## src/rtl/p_wbregbank.sv

```systemverilog
// Shared definitions for the Wishbone register bank: FSM encoding, counter width
// and legal parameter ranges.
package p_wbregbank;

  typedef enum logic [1:0] {
    ST_IDLE = 2'b00,
    ST_WAIT = 2'b01,
    ST_ACK  = 2'b10
  } state_t;

  localparam int unsigned WSW      = 3;
  localparam int unsigned NREG_MIN = 2;
  localparam int unsigned NREG_MAX = 16;
  localparam int unsigned WS_MAX   = 7;

endpackage

```

## src/rtl/m_wbregbank_ackgen.sv

```systemverilog
// Access sequencer: IDLE/WAIT/ACK FSM with wait-state counter, registered ACK and
// a commit strobe that is high in the cycle whose closing edge enters ACK.
module m_wbregbank_ackgen
  import p_wbregbank::*;
#(
  parameter int unsigned WAITSTATES = 0
) (
  input  logic i_clk,
  input  logic i_rst,
  input  logic i_stb,
  output logic o_ack,
  output logic o_commit_c
);

  localparam logic [WSW-1:0] CNT_LOAD = (WAITSTATES == 0) ? WSW'(0) : WSW'(WAITSTATES - 1);

  if (WAITSTATES > WS_MAX) begin : g_bad_ws
    $error("m_wbregbank_ackgen: WAITSTATES out of range 0..7");
  end

  state_t         r_state, w_state_nxt;
  logic [WSW-1:0] r_cnt, w_cnt_nxt;
  logic           r_ack;

  // Next-state and commit decode; abort in WAIT takes priority over expiry.
  always_comb begin
    w_state_nxt = r_state;
    w_cnt_nxt   = r_cnt;
    o_commit_c  = 1'b0;
    case (r_state)
      ST_IDLE: begin
        if (i_stb) begin
          if (WAITSTATES == 0) begin
            w_state_nxt = ST_ACK;
            o_commit_c  = 1'b1;
          end else begin
            w_state_nxt = ST_WAIT;
            w_cnt_nxt   = CNT_LOAD;
          end
        end
      end
      ST_WAIT: begin
        if (!i_stb) begin
          w_state_nxt = ST_IDLE;
          w_cnt_nxt   = WSW'(0);
        end else if (r_cnt == WSW'(0)) begin
          w_state_nxt = ST_ACK;
          o_commit_c  = 1'b1;
        end else begin
          w_cnt_nxt = r_cnt - WSW'(1);
        end
      end
      ST_ACK:  w_state_nxt = ST_IDLE;
      default: w_state_nxt = ST_IDLE;
    endcase
  end

  always_ff @(posedge i_clk or posedge i_rst) begin
    if (i_rst) begin
      r_state <= ST_IDLE;
      r_cnt   <= WSW'(0);
      r_ack   <= 1'b0;
    end else begin
      r_state <= w_state_nxt;
      r_cnt   <= w_cnt_nxt;
      r_ack   <= (w_state_nxt == ST_ACK);
    end
  end

  assign o_ack = r_ack;

endmodule

```

## src/rtl/m_wishbonereg_bank.sv

```systemverilog
// NREG x 32-bit Wishbone classic register bank with byte-lane writes, programmable
// wait states, flattened register outputs and per-register write pulses.
module m_wishbonereg_bank
  import p_wbregbank::*;
#(
  parameter int unsigned NREG       = 4,
  parameter int unsigned WAITSTATES = 0,
  parameter logic [31:0] RESETVAL   = 32'h0
) (
  input  logic                    CLK_I,
  input  logic                    RST_I,
  input  logic                    STB_I,
  input  logic                    WE_I,
  input  logic [3:0]              SEL_I,
  input  logic [$clog2(NREG)-1:0] ADR_I,
  input  logic [31:0]             DAT_I,
  output logic                    ACK_O,
  output logic [31:0]             DAT_O,
  output logic [32*NREG-1:0]      regs_o,
  output logic [NREG-1:0]         wrpulse_o
);

  if (NREG < NREG_MIN || NREG > NREG_MAX || (NREG & (NREG - 1)) != 0) begin : g_bad_nreg
    $error("m_wishbonereg_bank: NREG must be a power of two in 2..16");
  end

  logic [31:0]     r_regs [NREG];
  logic [31:0]     r_dat;
  logic [NREG-1:0] r_wrpulse;
  logic            w_commit;

  m_wbregbank_ackgen #(
    .WAITSTATES(WAITSTATES)
  ) u_ackgen (
    .i_clk     (CLK_I),
    .i_rst     (RST_I),
    .i_stb     (STB_I),
    .o_ack     (ACK_O),
    .o_commit_c(w_commit)
  );

  // Commit happens on the edge entering ACK; DAT_O and pulses self-clear after one cycle.
  always_ff @(posedge CLK_I or posedge RST_I) begin
    if (RST_I) begin
      for (int k = 0; k < int'(NREG); k++) r_regs[k] <= RESETVAL;
      r_dat     <= 32'h0;
      r_wrpulse <= '0;
    end else begin
      r_dat     <= 32'h0;
      r_wrpulse <= '0;
      if (w_commit) begin
        if (WE_I) begin
          for (int b = 0; b < 4; b++) begin
            if (SEL_I[b]) r_regs[ADR_I][8*b +: 8] <= DAT_I[8*b +: 8];
          end
          r_wrpulse[ADR_I] <= 1'b1;
        end else begin
          r_dat <= r_regs[ADR_I];
        end
      end
    end
  end

  for (genvar k = 0; k < int'(NREG); k++) begin : g_flat
    assign regs_o[32*k +: 32] = r_regs[k];
  end

  assign DAT_O     = r_dat;
  assign wrpulse_o = r_wrpulse;

endmodule
```

## config.mk

```make
export PLATFORM = sky130hd
export DESIGN_NAME = m_wishbonereg_bank
export DESIGN_NICKNAME = d
export VERILOG_FILES = /design/src/rtl/p_wbregbank.sv /design/src/rtl/m_wbregbank_ackgen.sv /design/src/rtl/m_wishbonereg_bank.sv
export SDC_FILE = /design/constraint.sdc
export NUM_CORES = 1
export LEC_CHECK = 0
export ABC_AREA = 1
export CORE_MARGIN = 2
export CORE_UTILIZATION = 49
export CTS_CLUSTER_DIAMETER = 200
export DETAILED_ROUTE_END_ITERATION = 10
export GPL_TIMING_DRIVEN = 0
export MAX_ROUTING_LAYER = met4
export PLACE_DENSITY_LB_ADDON = 0.1
export SKIP_LAST_GASP = 1
export SYNTH_ARGS = -nofsm -noshare
export SYNTH_HDL_FRONTEND = slang
export SYNTH_SLANG_ARGS = --single-unit
```

## constraint.sdc

```tcl
create_clock -name CLK_I -period 8 [get_ports CLK_I]
set_clock_uncertainty 0.2 [all_clocks]
set_input_delay 1.6 -clock CLK_I [delete_from_list [all_inputs] [get_ports CLK_I]]
set_output_delay 1.6 -clock CLK_I [all_outputs]
set_load 0.01 [all_outputs]
```

# --- After elaboration in Yosys (flattened, before gate mapping) ---
# Index checks and enable logic that the tools add are counted.
word_totals:
  reg_bits: 170
  input_bits: 42
  out_inout_bits: 165
  word_cells: 65
classes:
  addsub: 1
  magnitude_cmp: 4
  n_eq_ne: 3
  mux: 41
  n_bitwise: 1
  reduce_logical: 6
op_table:
  columns: ["cell", "n"]
  rows:
  - ["128-bit two-way mux", 10]
  - ["128-bit bitwise mux", 4]
  - ["32-bit demux with 2-bit select", 4]
  - ["32-bit two-way mux", 5]
  - ["32-bit binary-select mux with 2-bit select", 1]
  - ["24-bit two-way mux", 1]
  - ["16-bit two-way mux", 1]
  - ["4-bit two-way mux", 2]
  - ["8-bit two-way mux", 1]
  - ["2-bit two-way mux", 3]
  - ["3-bit two-way mux", 2]
  - ["1-bit two-way mux", 4]
  - ["2-bit one-hot mux with 2 select lines", 1]
  - ["2-bit AND reduction", 2]
  - ["3-bit >= comparator, second input constant", 1]
  - ["3-bit logical NOT", 1]
  - ["2-bit by 3-bit less-than comparator with 1-bit output, second input constant", 1]
  - ["3-bit by 1-bit less-than comparator with 1-bit output, second input constant", 1]
  - ["2-bit NOT with 3-bit output", 1]
  - ["3-bit by 1-bit subtractor with 3-bit output, second input constant", 1]
  - ["1-bit demux with 2-bit select", 1]
  - ["2-bit by 1-bit equality test with 1-bit output, second input constant", 1]
  - ["2-bit equality test, second input constant", 1]
  - ["2-bit by 1-bit >= comparator with 1-bit output, second input constant", 1]
  - ["other kinds (4)", 5]

# --- Logic depth before layout (Yosys ltp) ---
logic_depth:
  ltp_word: 19
  mapped_depth: 8
  ltp_nobuf: 8

# --- Modules after synthesis ---
# A second synthesis with hierarchy kept.
hier_totals:
  cells_unflattened: 854
  area_unflattened_um2: 7649.8
by_module_without_submodules:
  columns: ["module", "n_inst", "cells_per_inst", "area_per_inst_um2", "seq_area_each_um2"]
  rows:
  - ["m_wishbonereg_bank", 1, 818, 7344.5, 4103.9]
  - ["m_wbregbank_ackgen", 1, 36, 305.3, 150.1]

# --- Worst setup path after synthesis ---
# Ideal clock, no wire load.
synth_timing:
  path_type: "input -> register"
  start: "input ADR_I[1]"
  end: "register r_regs (netlist bit regs_o[0])"
  setup_ns: 0.117
  arrival_time_ns: 2.392
  required_ns: 7.683
  slack_ns: 5.290
  path_stages: 7
  path_buffers: 1
  path_cell_list: "buf_4 > clkinv_2 > nand2_2 > nor2_8 > nand4_4 > nand2_1 > nand2_1"
synth_via:
  elab_chain_cells: 19
  elab_cells_between_ends: 23
  cone_classes: "2 x order compare; 19 x mux; 1 x bitwise; 1 x reduce/logical"
synth_rtl:
  columns: ["element", "line_no", "text"]
  rows:
  - ["start, declared", "m_wishbonereg_bank.sv:15", "input logic [$clog2(NREG)-1:0] ADR_I,"]
  - ["2-bit NOT with 3-bit output (not written as such) *", "m_wishbonereg_bank.sv:54", "if (SEL_I[b]) r_regs[ADR_I][8*b +: 8] <= DAT_I[8*b +: 8];"]
  - ["3-bit >= comparator (not written as such) or 3-bit by 1-bit less-than comparator with 1-bit output (tied branches)", "m_wishbonereg_bank.sv:54", null]
  - ["1-bit logical AND (not written as such)", "m_wishbonereg_bank.sv:54", null]
  - ["8-bit two-way mux (not written as such)", "m_wishbonereg_bank.sv:54", null]
  - ["32-bit demux with 2-bit select", "m_wishbonereg_bank.sv:54", null]
  - ["128-bit bitwise mux", "m_wishbonereg_bank.sv:54", null]
  - ["128-bit two-way mux", "m_wishbonereg_bank.sv:54", null]
  - ["128-bit two-way mux", "m_wishbonereg_bank.sv:52", "if (WE_I) begin"]
  - ["[... 3 more ...]", null, null]
  - ["128-bit two-way mux", "m_wishbonereg_bank.sv:52", null]
  - ["128-bit two-way mux", "m_wishbonereg_bank.sv:51", "if (w_commit) begin"]
  - ["128-bit bitwise mux", "m_wishbonereg_bank.sv:54", null]
  - ["128-bit two-way mux", "m_wishbonereg_bank.sv:54", null]
  - ["128-bit two-way mux", "m_wishbonereg_bank.sv:52", null]
  - ["128-bit two-way mux", "m_wishbonereg_bank.sv:51", null]
  - ["128-bit bitwise mux", "m_wishbonereg_bank.sv:54", null]
  - ["128-bit two-way mux *", "m_wishbonereg_bank.sv:54", null]
  - ["end signal, assigned by index", "m_wishbonereg_bank.sv:54", null]
  - ["end, declared", "m_wishbonereg_bank.sv:27", "logic [31:0] r_regs [NREG];"]
# Every way passes the cells marked *; elsewhere a longest branch is shown, timed or not. The select of a mux whose other input is x is not followed.
# A chain may end at the register's enable or synchronous reset.

# --- Worst setup path after layout ---
layout_timing:
  start: "register r_regs (netlist bit regs_o[113])"
  end: "output regs_o[113]"
layout_lines:
  columns: ["element", "line_no", "text"]
  rows:
  - ["end, declared", "m_wishbonereg_bank.sv:19", "output logic [32*NREG-1:0] regs_o,"]
# No word-level cell between the ends.

==> impl_results.md <==
* Status: finished clean
* Initial core utilization at 0.504
* Post-CTS Hold Fix Bufs at 0
* Yosys reg bits at 170
* # IOs at 207
* Final Hold Violating Endpoints at 0
* Setup crit start: regs_o[113]
* Clk buf depth at 2
* Max_cap viols at 0
* Residual DRC at 0
* Final #Nets at 1204
* First-pass GRT wire length at 41400 um
* Core box area at 0.0160 sq mm
* Peak per-stage delay on the critical path at 0.58 ns
* Crit-path slowest cell: clkdlybuf4s50_1
* Vias in the first global route at 7503
* Synth area leader: dfrtp_1
* Register area at 0.00425 sq mm
* Tcrit/Tclk final at 0.403
* Fmax at 310 MHz
* Die Ht at 132 um
* Num CTS Buffers at 17
* 1st-pass router iterations at 5
* Peak supply drop at 0.000152 V
* Pin count of the biggest net entering global routing at 105
* CP endpoint kind: output port
* Global route overflow at 0
* Syn Std Cell Area at 0.00807 sq mm
* Hold path start: u_ackgen.r_cnt[1]
* Fin util at 0.685
* Leak at 0.00507 uW
* Critical path buffers and inverters at 1
* Post-synthesis cell count at 938
* Data arrival, critical path at 1.42 ns
* Clock tree sinks at 170
* Min-Delay Path Class: reg -> reg
* Clk_lat worst skew at 0.43 ns
* Chip width at 132 um
* Setup repair bufs after CTS at 0
* Via count at 7897
* Routed vias/inst at 5.69
* CTS tree: built
* Syn avg cell area at 8.60 sq um
* Final Max Slew Viols at 0
* CP Class: reg -> out
* Crit-path max FO at 3
* Largest delay share family, worst path: buffers and inverters
* Area occupied by multi-input gates at 0.00338 sq mm
* Yosys synthesis warning count at 0
* Total Wirelength at 26700 um
* Syn Nets at 982
* Total GRT Usage at 0.314
* DP Area at 0.0104 sq mm
* Yosys cell types at 26
* Initial antenna violation count at 1
* Post_cts resized at 0
* Post-DRT Antenna Nets at 0
* Layout cell share with drive strength beyond 1 at 0.0947
* Critical Path RT at 6.20 ns
* DR WL/cell at 19.3 um
* Worst-Margin Slew at 0.716 ns
* Clock root buffer: clkbuf_16
* IO Port Bufs at 202
* Crit start category: register
* Rows at 46
* Register area share after synthesis at 0.527
* Dpl hpwl at 18300 um
* CTS clk-pin slew, worst paths at 0.06 ns
* Design area at 0.0110 sq mm
* Crit-path cells: clkdlybuf4s50_1
* Fillers at 1338
* Worst r2r src: u_ackgen.r_cnt[0]
* GP Congestion at 0.876
* Setup-failing EPs final at 0
* RSZ-0062 raised after global routing: false
* H-Tree Level Count at 4
* Post-synth top area share at 0.527
* Die Area at 0.0175 sq mm
* Fin crit period at 3.22 ns
* DRT iter0 DRCs at 892
* Synth-to-Final Area Change at 35.8%
* Synth top area cells: dfrtp_1, nand2_1, nand4_1, a21oi_1, nand4_4
* Relative slew slack at 0.522
* Cell Pwr Density at 244 mW/mm^2
==> metal layers <==
| metal | vias up | GRT usage | wire length, um |
|---|---|---|---|
| li1 | 3584 | - | - |
| met1 | 3811 | 0.418 | 11100 |
| met2 | 434 | 0.469 | 12300 |
| met3 | 68 | 0.0719 | 2540 |
| met4 | 0 | 0.119 | 839 |
| met5 | - | - | 0 |
==> cell usage after synthesis (all sizes together) <==
master and count:
nand2 396, dfrtp 170, nand4 136, nor2 75, a21oi 67, buf 50
clkbuf 15, nand3 12, inv 10, clkinv 2, ha 2, o21ai 2
or2 1
==> metrics by stage <==
stage / std cells / setup slack [ns] / total power, uW / hold slack (ns) / setup TNS (ns)
after floorplan: 938 / 1.60 / 1440 / 0.253 / 0
after global placement: 1356 / -0.710 / 1870 / 0.270 / -117.93
after detailed placement: 1357 / 4.40 / 1880 / 0.283 / 0
after CTS: 1388 / 4.79 / 2670 / 0.297 / 0
after global routing: 1389 / 4.74 / 2780 / 0.319 / 0
final: 1389 / 4.78 / 2670 / 0.294 / 0
==> flip-flops by register name, indices dropped and copies added (netlist names) <==
name / flops
DAT_O: 32
u_ackgen.r_state: 2
regs_o: 128
u_ackgen.r_cnt: 3
u_ackgen.o_ack: 1
wrpulse_o: 4
==> layout by cell type, fill, tap and decap left out, drive strengths merged <==
cell           count
a21oi             67
buf               51
bufinv             1
clkbuf            39
clkdlybuf4s50    202
clkinv             7
clkinvlp           1
dfrtp            170
diode              1
ha                 2
inv               10
nand2            396
nand3             12
nand4            136
nor2              75
o21ai              2
or2                1
==> cell families after synthesis <==
family,Yosys count,synth area share
fa+ha+maj,2,0.00310
buf+inv,77,0.0537
simple gates,620,0.372
compound gates,69,0.0442
flops,170,0.527
==> final timing paths <==
path | to | slack (ns) | cells after the start
setup reg to reg | DAT_O[16] | 5.81 | 7
hold / removal | u_ackgen.r_cnt[1] | 0.29 | 2
max in group asynchronous | regs_o[104] | 5.32 | 3
min in group asynchronous | DAT_O[29] | 1.41 | 2
hold reg to reg | u_ackgen.r_cnt[1] | 0.29 | 2
setup / recovery | regs_o[113] | 4.78 | 1
==> area by class of cell <==
| cell class | instances | area share |
|---|---|---|
| flip-flops and latches | 170 | 0.388 |
| multi-input cells | 691 | 0.309 |
| repair buffers | 203 | 0.187 |
| clock buffers | 24 | 0.0449 |
| plain buffers | 65 | 0.0348 |
| well taps | 216 | 0.0247 |
| clock inverters | 7 | 0.00605 |
| inverters | 12 | 0.00537 |
| diodes | 1 | 0.000228 |
==> report_power, final <==
group | internal (uW) | switching (uW)
registers | 1010 | 136
logic | 370 | 361
clock network | 458 | 339
total | 1840 | 837
Power figures use the tool's default switching activity.
